### src/rtl/wb_pkg.sv
// Shared types and constants for the write-back retire queue.
package wb_pkg;

  localparam int WB_DEPTH  = 4;
  localparam int WB_REG_AW = 5;
  localparam int WB_DATA_W = 32;

  localparam logic [WB_REG_AW-1:0] REG_ZERO = 5'd0;

  typedef struct packed {
    logic [WB_REG_AW-1:0] a3;
    logic [WB_DATA_W-1:0] wd;
    logic [WB_DATA_W-1:0] pc;
    logic [WB_DATA_W-1:0] instr;
  } wb_entry_t;

endpackage

### src/rtl/wb_lookup.sv
// Combinational youngest-match search over the queue entries starting at the read pointer.
module wb_lookup
  import wb_pkg::*;
#(
  parameter int DEPTH  = WB_DEPTH,
  parameter int DATA_W = WB_DATA_W,
  parameter int REG_AW = WB_REG_AW
) (
  input  logic [REG_AW-1:0]        chk_a_i,
  input  logic [REG_AW-1:0]        a3_i [DEPTH],
  input  logic [DATA_W-1:0]        wd_i [DEPTH],
  input  logic [DEPTH-1:0]         valid_i,
  input  logic [$clog2(DEPTH)-1:0] rd_ptr_i,
  output logic                     hit_o,
  output logic [DATA_W-1:0]        data_o
);

  localparam int PW = $clog2(DEPTH);

  logic [PW-1:0] idx_s;

  // Walk oldest to youngest so the last match found is the youngest one.
  always_comb begin
    hit_o  = 1'b0;
    data_o = '0;
    idx_s  = '0;
    if (chk_a_i != REG_ZERO) begin
      for (int k = 0; k < DEPTH; k++) begin
        idx_s = rd_ptr_i + PW'(k);
        if (valid_i[idx_s] && (a3_i[idx_s] == chk_a_i)) begin
          hit_o  = 1'b1;
          data_o = wd_i[idx_s];
        end else begin
          hit_o  = hit_o;
        end
      end
    end else begin
      hit_o = 1'b0;
    end
  end

endmodule

### src/rtl/w_wb_queue.sv
// Write-back retire queue driving the single register-file write port; MDU results take priority.
// Define WB_TRACE_EN to print a trace line for each non-$0 register-file write.
module w_wb_queue
  import wb_pkg::*;
#(
  parameter int DEPTH  = WB_DEPTH,
  parameter int DATA_W = WB_DATA_W,
  parameter int REG_AW = WB_REG_AW
) (
  input  logic                       clk,
  input  logic                       reset,
  input  logic                       in_valid,
  output logic                       in_ready,
  input  logic [REG_AW-1:0]          in_a3,
  input  logic [DATA_W-1:0]          in_wd,
  input  logic [DATA_W-1:0]          in_pc,
  input  logic [DATA_W-1:0]          in_instr,
  input  logic                       mdu_we,
  input  logic [REG_AW-1:0]          mdu_a3,
  input  logic [DATA_W-1:0]          mdu_wd,
  input  logic [DATA_W-1:0]          mdu_pc,
  input  logic [DATA_W-1:0]          mdu_instr,
  output logic                       grf_we,
  output logic [REG_AW-1:0]          grf_a3,
  output logic [DATA_W-1:0]          grf_wd,
  output logic [DATA_W-1:0]          grf_pc,
  output logic [DATA_W-1:0]          grf_instr,
  input  logic [REG_AW-1:0]          chk_a1,
  input  logic [REG_AW-1:0]          chk_a2,
  output logic                       chk_hit1,
  output logic                       chk_hit2,
  output logic [DATA_W-1:0]          chk_data1,
  output logic [DATA_W-1:0]          chk_data2,
  output logic [$clog2(DEPTH):0]     count
);

  localparam int PW = $clog2(DEPTH);
  localparam int CW = PW + 1;

  wb_entry_t        mem_q [DEPTH];
  logic [PW-1:0]    rd_ptr_q, rd_ptr_d;
  logic [PW-1:0]    wr_ptr_q, wr_ptr_d;
  logic [CW-1:0]    count_q, count_d;
  logic [DEPTH-1:0] valid_q, valid_d;
  logic             push_s, pop_s;
  wb_entry_t        head_s;
  logic [REG_AW-1:0] a3_s [DEPTH];
  logic [DATA_W-1:0] wd_s [DEPTH];

  // Handshake, port arbitration and next-state pointers/occupancy.
  always_comb begin
    in_ready  = !reset && (count_q != CW'(DEPTH));
    push_s    = in_valid && in_ready && (in_a3 != REG_ZERO);
    pop_s     = !reset && !mdu_we && (count_q != '0);
    head_s    = mem_q[rd_ptr_q];
    grf_we    = 1'b0;
    grf_a3    = '0;
    grf_wd    = '0;
    grf_pc    = '0;
    grf_instr = '0;
    if (reset) begin
      grf_we = 1'b0;
    end else if (mdu_we) begin
      grf_we    = 1'b1;
      grf_a3    = mdu_a3;
      grf_wd    = mdu_wd;
      grf_pc    = mdu_pc;
      grf_instr = mdu_instr;
    end else if (count_q != '0) begin
      grf_we    = 1'b1;
      grf_a3    = head_s.a3;
      grf_wd    = head_s.wd;
      grf_pc    = head_s.pc;
      grf_instr = head_s.instr;
    end else begin
      grf_we = 1'b0;
    end

    valid_d  = valid_q;
    rd_ptr_d = rd_ptr_q + PW'(pop_s);
    wr_ptr_d = wr_ptr_q + PW'(push_s);
    count_d  = count_q + CW'(push_s) - CW'(pop_s);
    if (pop_s) begin
      valid_d[rd_ptr_q] = 1'b0;
    end else begin
      valid_d = valid_d;
    end
    if (push_s) begin
      valid_d[wr_ptr_q] = 1'b1;
    end else begin
      valid_d = valid_d;
    end
  end

  // Control state register.
  always_ff @(posedge clk) begin
    if (reset) begin
      rd_ptr_q <= '0;
      wr_ptr_q <= '0;
      count_q  <= '0;
      valid_q  <= '0;
    end else begin
      rd_ptr_q <= rd_ptr_d;
      wr_ptr_q <= wr_ptr_d;
      count_q  <= count_d;
      valid_q  <= valid_d;
    end
  end

  // Entry storage; only written on an accepted non-$0 push, never during reset.
  always_ff @(posedge clk) begin
    if (push_s) begin
      mem_q[wr_ptr_q] <= '{a3: in_a3, wd: in_wd, pc: in_pc, instr: in_instr};
    end
  end

  // Unpack entry fields for the lookup units.
  always_comb begin
    for (int i = 0; i < DEPTH; i++) begin
      a3_s[i] = mem_q[i].a3;
      wd_s[i] = mem_q[i].wd;
    end
  end

  assign count = count_q;

  wb_lookup #(.DEPTH(DEPTH), .DATA_W(DATA_W), .REG_AW(REG_AW)) u_lookup1 (
    .chk_a_i (chk_a1),
    .a3_i    (a3_s),
    .wd_i    (wd_s),
    .valid_i (valid_q),
    .rd_ptr_i(rd_ptr_q),
    .hit_o   (chk_hit1),
    .data_o  (chk_data1)
  );

  wb_lookup #(.DEPTH(DEPTH), .DATA_W(DATA_W), .REG_AW(REG_AW)) u_lookup2 (
    .chk_a_i (chk_a2),
    .a3_i    (a3_s),
    .wd_i    (wd_s),
    .valid_i (valid_q),
    .rd_ptr_i(rd_ptr_q),
    .hit_o   (chk_hit2),
    .data_o  (chk_data2)
  );

`ifdef WB_TRACE_EN
  // Register-file write trace.
  always_ff @(posedge clk) begin
    if (grf_we && (grf_a3 != REG_ZERO) && !reset) begin
      $display("%d@%h: $%d <= %h", $time, grf_pc, grf_a3, grf_wd);
    end
  end
`else
`endif

endmodule

### config.mk
export PLATFORM = sky130hd
export DESIGN_NAME = w_wb_queue
export DESIGN_NICKNAME = d
export VERILOG_FILES = /design/src/rtl/wb_pkg.sv /design/src/rtl/wb_lookup.sv /design/src/rtl/w_wb_queue.sv
export SDC_FILE = /design/constraint.sdc
export NUM_CORES = 1
export LEC_CHECK = 0
export ABC_AREA = 1
export BUFFER_PORTS_ARGS = -buffer_cell sky130_fd_sc_hd__buf_2
export CELL_PAD_IN_SITES_DETAIL_PLACEMENT = 2
export CELL_PAD_IN_SITES_GLOBAL_PLACEMENT = 2
export CORE_ASPECT_RATIO = 1.2
export CORE_MARGIN = 10
export CORE_UTILIZATION = 35
export DETAILED_ROUTE_END_ITERATION = 7
export PLACE_DENSITY = 0.85
export SLEW_MARGIN = 20
export SYNTH_ARGS = -nofsm -noshare
export SYNTH_HDL_FRONTEND = slang
export SYNTH_SLANG_ARGS = --single-unit
### constraint.sdc
create_clock -name clk -period 24 [get_ports clk]
set_clock_uncertainty 0.05 [all_clocks]
set_input_delay 4.8 -clock clk [delete_from_list [all_inputs] [get_ports clk]]
set_output_delay 4.8 -clock clk [all_outputs]
set_load 0.1 [all_outputs]
After elaboration in Yosys (flattened, before gate mapping)
Memory sizes are Yosys's and may differ from the RTL's. A register that Yosys moved wholly into a read port is not among the register bits.
Index checks and enable logic that the tools add are counted.
{"block": "word_totals", "reg_bits": 11, "ramBits": 404, "inputBits": 216, "out_inout_bits": 172, "word_cells": 136, "mem_count": 1}
{"name": "mem_q", "depth": 4, "width": 101, "read_ports": 5, "rd_clocked_by_memory_dff": 1, "write_ports": 1, "line_no": "w_wb_queue.sv:40", "source": "wb_entry_t mem_q [DEPTH];"}
{"block": "op_classes", "add_sub_neg": 7, "n_lt_le_gt_ge": 11, "n_eq_ne": 9, "n_mux": 76, "n_bitwise": 7, "reduce_logical": 21}
{"op": "$mux 32", "n": 27}
{"op": "$bmux 32 s2", "n": 4}
{"op": "$mux 5", "n": 11}
{"op": "$bmux 5 s2", "n": 4}
{"op": "$eq 5x5->1", "n": 8}
{"op": "$mux 1", "n": 21}
{"op": "$logic_and 1x1->1", "n": 15}
{"op": "$lt 2x3->1 const B", "n": 5}
{"op": "$reduce_bool 5->1", "n": 3}
{"op": "$ge 3x3->1 const B", "n": 4}
{"op": "$not 2->3", "n": 4}
{"op": "$bmux 1 s2", "n": 4}
{"op": "$mux 4", "n": 2}
{"op": "$add 2x1->2", "n": 2}
{"op": "$add 2x2->2 const B", "n": 2}
{"op": "$and 4x4->4", "n": 1}
{"op": "$demux 1 s2", "n": 2}
{"op": "$ge 2x1->1 const B", "n": 2}
{"op": "$not 4->4", "n": 1}
{"op": "$or 4x4->4", "n": 1}
{"op": "$add 3x1->3", "n": 1}
{"op": "$ne 3x3->1 const B", "n": 1}
{"op": "$reduce_bool 3->1", "n": 1}
{"op": "$sub 3x1->3", "n": 1}
{"op": "3 further kinds", "n": 4}

Logic depth before layout (Yosys ltp)
{"block": "logic_depth", "word_depth": 11, "mapped_depth": 20, "mapped_depth_nobuf": 13}

Hierarchy
From an unflattened synthesis, not the netlist that was laid out.
{"block": "hier_totals", "cells_unflattened": 3811, "hier_area_um2": 27380.0}
{"module": "w_wb_queue", "instances": 1, "cells_per_inst": 1371, "area_per_inst_um2": 16497.1, "seq_area_each_um2": 12351.8}
{"module": "wb_lookup", "instances": 2, "cells_per_inst": 1220, "area_per_inst_um2": 5441.5, "seq_area_each_um2": 0.0}

Worst setup path after synthesis
OpenSTA, ideal clock, no wires.
{"block": "synth_timing", "path_type": "input-to-reg", "from": "input reset", "to": "memory mem_q[0][0] (netlist bit) (enable)", "setup_time_ps": 688, "arrival_ps": 13576, "t_required_ps": 23262, "slack_ps": 9686, "cell_stages": 5, "n_path_buf": 0, "cell_sequence": "a21oi_1 -> nand2_1 -> nor2_1 -> inv_1 -> nor3_1"}
{"block": "synth_between", "elab_chain_cells": 6}
{"element": "from (decl)", "line_no": "w_wb_queue.sv:11", "source": "input logic reset,"}
{"element": "$logic_not 1->1", "line_no": "w_wb_queue.sv:52", "source": "in_ready = !reset && (count_q != CW'(DEPTH));"}
{"element": "$logic_and 1x1->1", "line_no": "w_wb_queue.sv:52"}
{"element": "$logic_and 1x1->1 (2 in series)", "line_no": "w_wb_queue.sv:53", "source": "push_s = in_valid && in_ready && (in_a3 != REG_ZERO);"}
{"element": "$mux 1", "line_no": "w_wb_queue.sv:112", "source": "if (push_s) begin"}
{"element": "$mux 1 (implied by the code)", "line_no": "w_wb_queue.sv:113", "source": "mem_q[wr_ptr_q] <= '{a3: in_a3, wd: in_wd, pc: in_pc, instr: in_instr};"}
{"element": "to (decl)", "line_no": "w_wb_queue.sv:40"}
No other way between the ends.

Worst setup path in the final report
{"block": "layout_timing", "from": "input chk_a1[3]", "to": "output chk_data1[22]"}
{"block": "layout_between", "elab_chain_cells": 7, "elab_cells_between_ends": 14, "cone_classes": "eq/ne: 4; mux: 5; reduce/logical: 5"}
{"element": "from (decl)", "line_no": "w_wb_queue.sv:28", "source": "input logic [REG_AW-1:0] chk_a1,"}
{"element": "$eq 5x5->1", "line_no": "wb_lookup.sv:30", "source": "if (valid_i[idx_s] && (a3_i[idx_s] == chk_a_i)) begin"}
{"element": "$logic_and 1x1->1", "line_no": "wb_lookup.sv:30"}
{"element": "$mux 32 (4 in series)", "line_no": "wb_lookup.sv:30"}
{"element": "$mux 32 (*)", "line_no": "wb_lookup.sv:27", "source": "if (chk_a_i != REG_ZERO) begin"}
{"element": "to (decl)", "line_no": "w_wb_queue.sv:32", "source": "output logic [DATA_W-1:0] chk_data1,"}
Mark *: on every way between the ends. The rest lies on a longest branch, timed or not.

==> flow_summary_export.csv <==
group,metric,value,unit
worst_hold_path,hold_end,"valid_q[1]",
floorplanning,width_of_the_chip,251,um
synthesis,synth.cell_area,22400,sq um
timing,period_needed,13040,ps
job,maxCapViolCount,0,
floorplanning,rows,101,
place,globalplace.congestion,0.897,
clock_tree,cts_made_buffers,45,
place,place.port_buffers,387,
grt,globalRouteOverflowTotal,0,
synthesis,synth-seq-cells,415,
timing,tightest_slew,1080,ps
worst_setup_path,crit_required,19150,ps
clock_tree,numClockSinks,415,
clock_tree,h-tree-depth,2,
grt,grt_first_pass_wirelength,140,mm
grt,grt_start_max_net_pins,110,
timing,rsz_0062_raised_after_global_routing,"false",
grt,grt_util_all_layers,24.0,%
timing,final-hold-violation-count,0,
finish,flow.area_growth_from_synthesis,17.7,%
detailed_routing,drc_errors,0,
finish,final_common_cell,"nand2_1",
clock_tree,clkLatencyLatePin,590,ps
worst_setup_path,cp.arrival,8190,ps
detailed_routing,first_iter_violations,1288,
grt,grt_antenna_before_repair,38,
worst_hold_path,hp-start,"valid_q[1]",
clock_tree,number_of_instances_resized_during_post_cts_repair,0,
synthesis,yosysSeqAreaShare,55.1,%
worst_setup_path,register_to_register_setup_slack,19790,ps
synthesis,postSynthCellCount,2565,
power_and_ir_drop,power_density,92.5,nW/um^2
floorplanning,dieArea,74600,sq um
clock_tree,holdBufCountCts,0,
worst_setup_path,timing.critical_path.from_type,"input port",
synthesis,syn_area_per_cell,8.74,sq um
worst_hold_path,hold_depth,2,
place,dpl_cell_area,24800,sq um
worst_setup_path,path_max_fanout,63,
timing,report.final.slew_viol_count,0,
timing,fin_tns_setup,0,ps
worst_setup_path,reg2reg_to,"count[2]",
detailed_routing,detail_route.first_pass.iterations,5,
synthesis,synthesis.nets,2790,
finish,layout_common_cells,"nand2_1 (684), o21ai_0 (415), edfxtp_1 (404), buf_2 (386), nor2_1 (286)",
clock_tree,postCtsSetupRepairBufs,0,
detailed_routing,routedWlPerCell,25.0,um
floorplanning,die_outline_height,297,um
worst_setup_path,critical_path.reg2reg.startpoint,"count[1]",
floorplanning,core_region_area,63400,sq um
finish,num-nets-final,3060,
clock_tree,tritoncts,"yes",
detailed_routing,viasPerCell,5.57,
finish,postLayoutCellArea,26400,sq um
worst_setup_path,worstRegToRegCells,11,
worst_setup_path,criticalPathCategory,"in2out",
power_and_ir_drop,ir_worst_vdd,0.0709,mV
worst_setup_path,crit_path_end_kind,"primary output",
floorplanning,top_level_ports,388,
worst_hold_path,worstHoldPathType,"reg2reg",
clock_tree,clock_root_buffer,"clkbuf_16",
timing,fmax,76.7,MHz
clock_tree,clock_path_buffers,3,
detailed_routing,drtAntennaViolNets,0,
outcome,run_status,"complete, no violations",
place,place.detailed.hpwl,63.7,mm
synthesis,synthesis.yosys.warnings,0,
grt,grt_pass1_vias,22898,
timing,timing.final.setup_violations,0,
power_and_ir_drop,static-leakage-power,11.0,nW
clock_tree,clkTransAtPathRegs,50,ps
detailed_routing,postRouteWirelength,92.7,mm
detailed_routing,route.vias.total,20694,
finish,fill_cells,7162,
floorplanning,initial_utilization,35.3,%
timing,final.period_utilization,54.4,%
timing,slew_headroom,27.5,%
finish,fin_util,41.6,%
synthesis,synthDistinctLibCells,39,
finish,proportion_of_layout_cells_with_a_drive_suffix_above_1,18.4,%
final cells by class:
cell class / instances / area, sq um / area share, %
Antenna cell: 20 / 50.0 / 0.190
Clock buffer: 53 / 1180 / 4.46
Multi-Input combinational cell: 1807 / 8720 / 33.0
Sequential cell: 415 / 12400 / 46.8
Clock inverter: 28 / 307 / 1.16
Timing Repair Buffer: 413 / 2160 / 8.19
Tap cell: 824 / 1030 / 3.91
Inverter: 153 / 589 / 2.23
cell families after synthesis:
logic type                 after synthesis  share of synthesized area [%]
AOI/OAI and AO/OA                      685                           18.0
adders and majority gates                9                          0.536
buffers and inverters                  343                           6.28
xor gates and xnor gates                 6                          0.234
and+or+nand+nor                       1107                           19.8
DFF                                    415                           55.1
power by group:
part / switching, mW / internal, mW / leakage, nW
clock network: 0.300 / 0.398 / 0.722
logic: 0.717 / 0.177 / 6.54
registers: 0.0184 / 0.832 / 3.76
total: 1.04 / 1.41 / 11.0
how the worst max path moves through the flow:
stage          startpoint             to  slack (ps)  cells past startpoint
2_1_floorplan       reset    mem_q[0][0]        9690                      5
4_1_cts         chk_a1[3]  chk_data1[22]       10920                     10
6_report        chk_a1[3]  chk_data1[22]       10960                     10
3_5_place_dp    chk_a1[3]  chk_data1[22]       10930                     10
5_1_grt         chk_a1[2]  chk_data1[22]       10740                     10
3_3_place_gp    chk_a1[2]  chk_data1[22]       10970                     10
registers in the layout, summed over array words and instances (netlist names):
signal and flops:
mem_q 404, valid_q 4, count 3, rd_ptr_q 2, wr_ptr_q 2
cells in the mapped netlist:
cell      number  area share (%)
xor2_1         4            0.16
nor2_2         4            0.11
o21ai_1       30            0.67
buf_2         47             1.0
nand3_1       92             2.1
o22ai_1       64             1.8
buf_1         12            0.20
or2_2          1           0.028
o211ai_1       1           0.033
nand4_1       12            0.33
nor3_1         6            0.13
nand2_2        2           0.056
inv_4          1           0.028
nor2_4         4            0.20
nor3_2         1           0.045
nand3b_1       1           0.033
buf_6          5            0.25
a31oi_1        1           0.028
and2_1         1           0.028
o21a_1         2           0.067
clkbuf_1     120             2.0
o21ai_0      415             9.3
a21oi_2       12            0.47
xnor2_1        2           0.078
ha_1           8            0.45
inv_2          2           0.033
dfxtp_1       11            0.98
inv_1        150             2.5
nand3_4        2            0.16
nor2_1       287             4.8
fa_1           1           0.089
nor3b_1        1           0.033
and3_1         2           0.056
edfxtp_1     404              54
a32o_1        96             4.3
buf_4          6            0.20
nand3_2        7            0.31
nand2_1      684              11
a21oi_1       64             1.4
layer usage:
metal	share of wire, %	global-route usage, %
met5	0.17	0
met4	3.2	9.03
met3	5.9	5.48
met2	52	43.2
met1	39	27.1
per-stage QoR:
| stage | worst slack (ps) | hold slack [ps] | instances | total power, mW |
|---|---|---|---|---|
| floorplan | 9690 | 429 | 2565 | 1.51 |
| global placement | 10970 | 446 | 3611 | 1.71 |
| detailed placement | 10930 | 482 | 3611 | 1.76 |
| CTS | 10920 | 511 | 3692 | 2.46 |
| global route | 10740 | 538 | 3711 | 2.56 |
| finish | 10960 | 510 | 3713 | 2.44 |
worst max-delay path: stages:
cell	delay, ps
buf_2	160
inv_1	160
nand3_1	120
nand2_1	90
nor2_2	180
nand3_4	560
a21oi_4	1100
nand2_1	120
a21oi_1	360
buf_2	500
No activity file was read; power rests on OpenSTA's default activity.
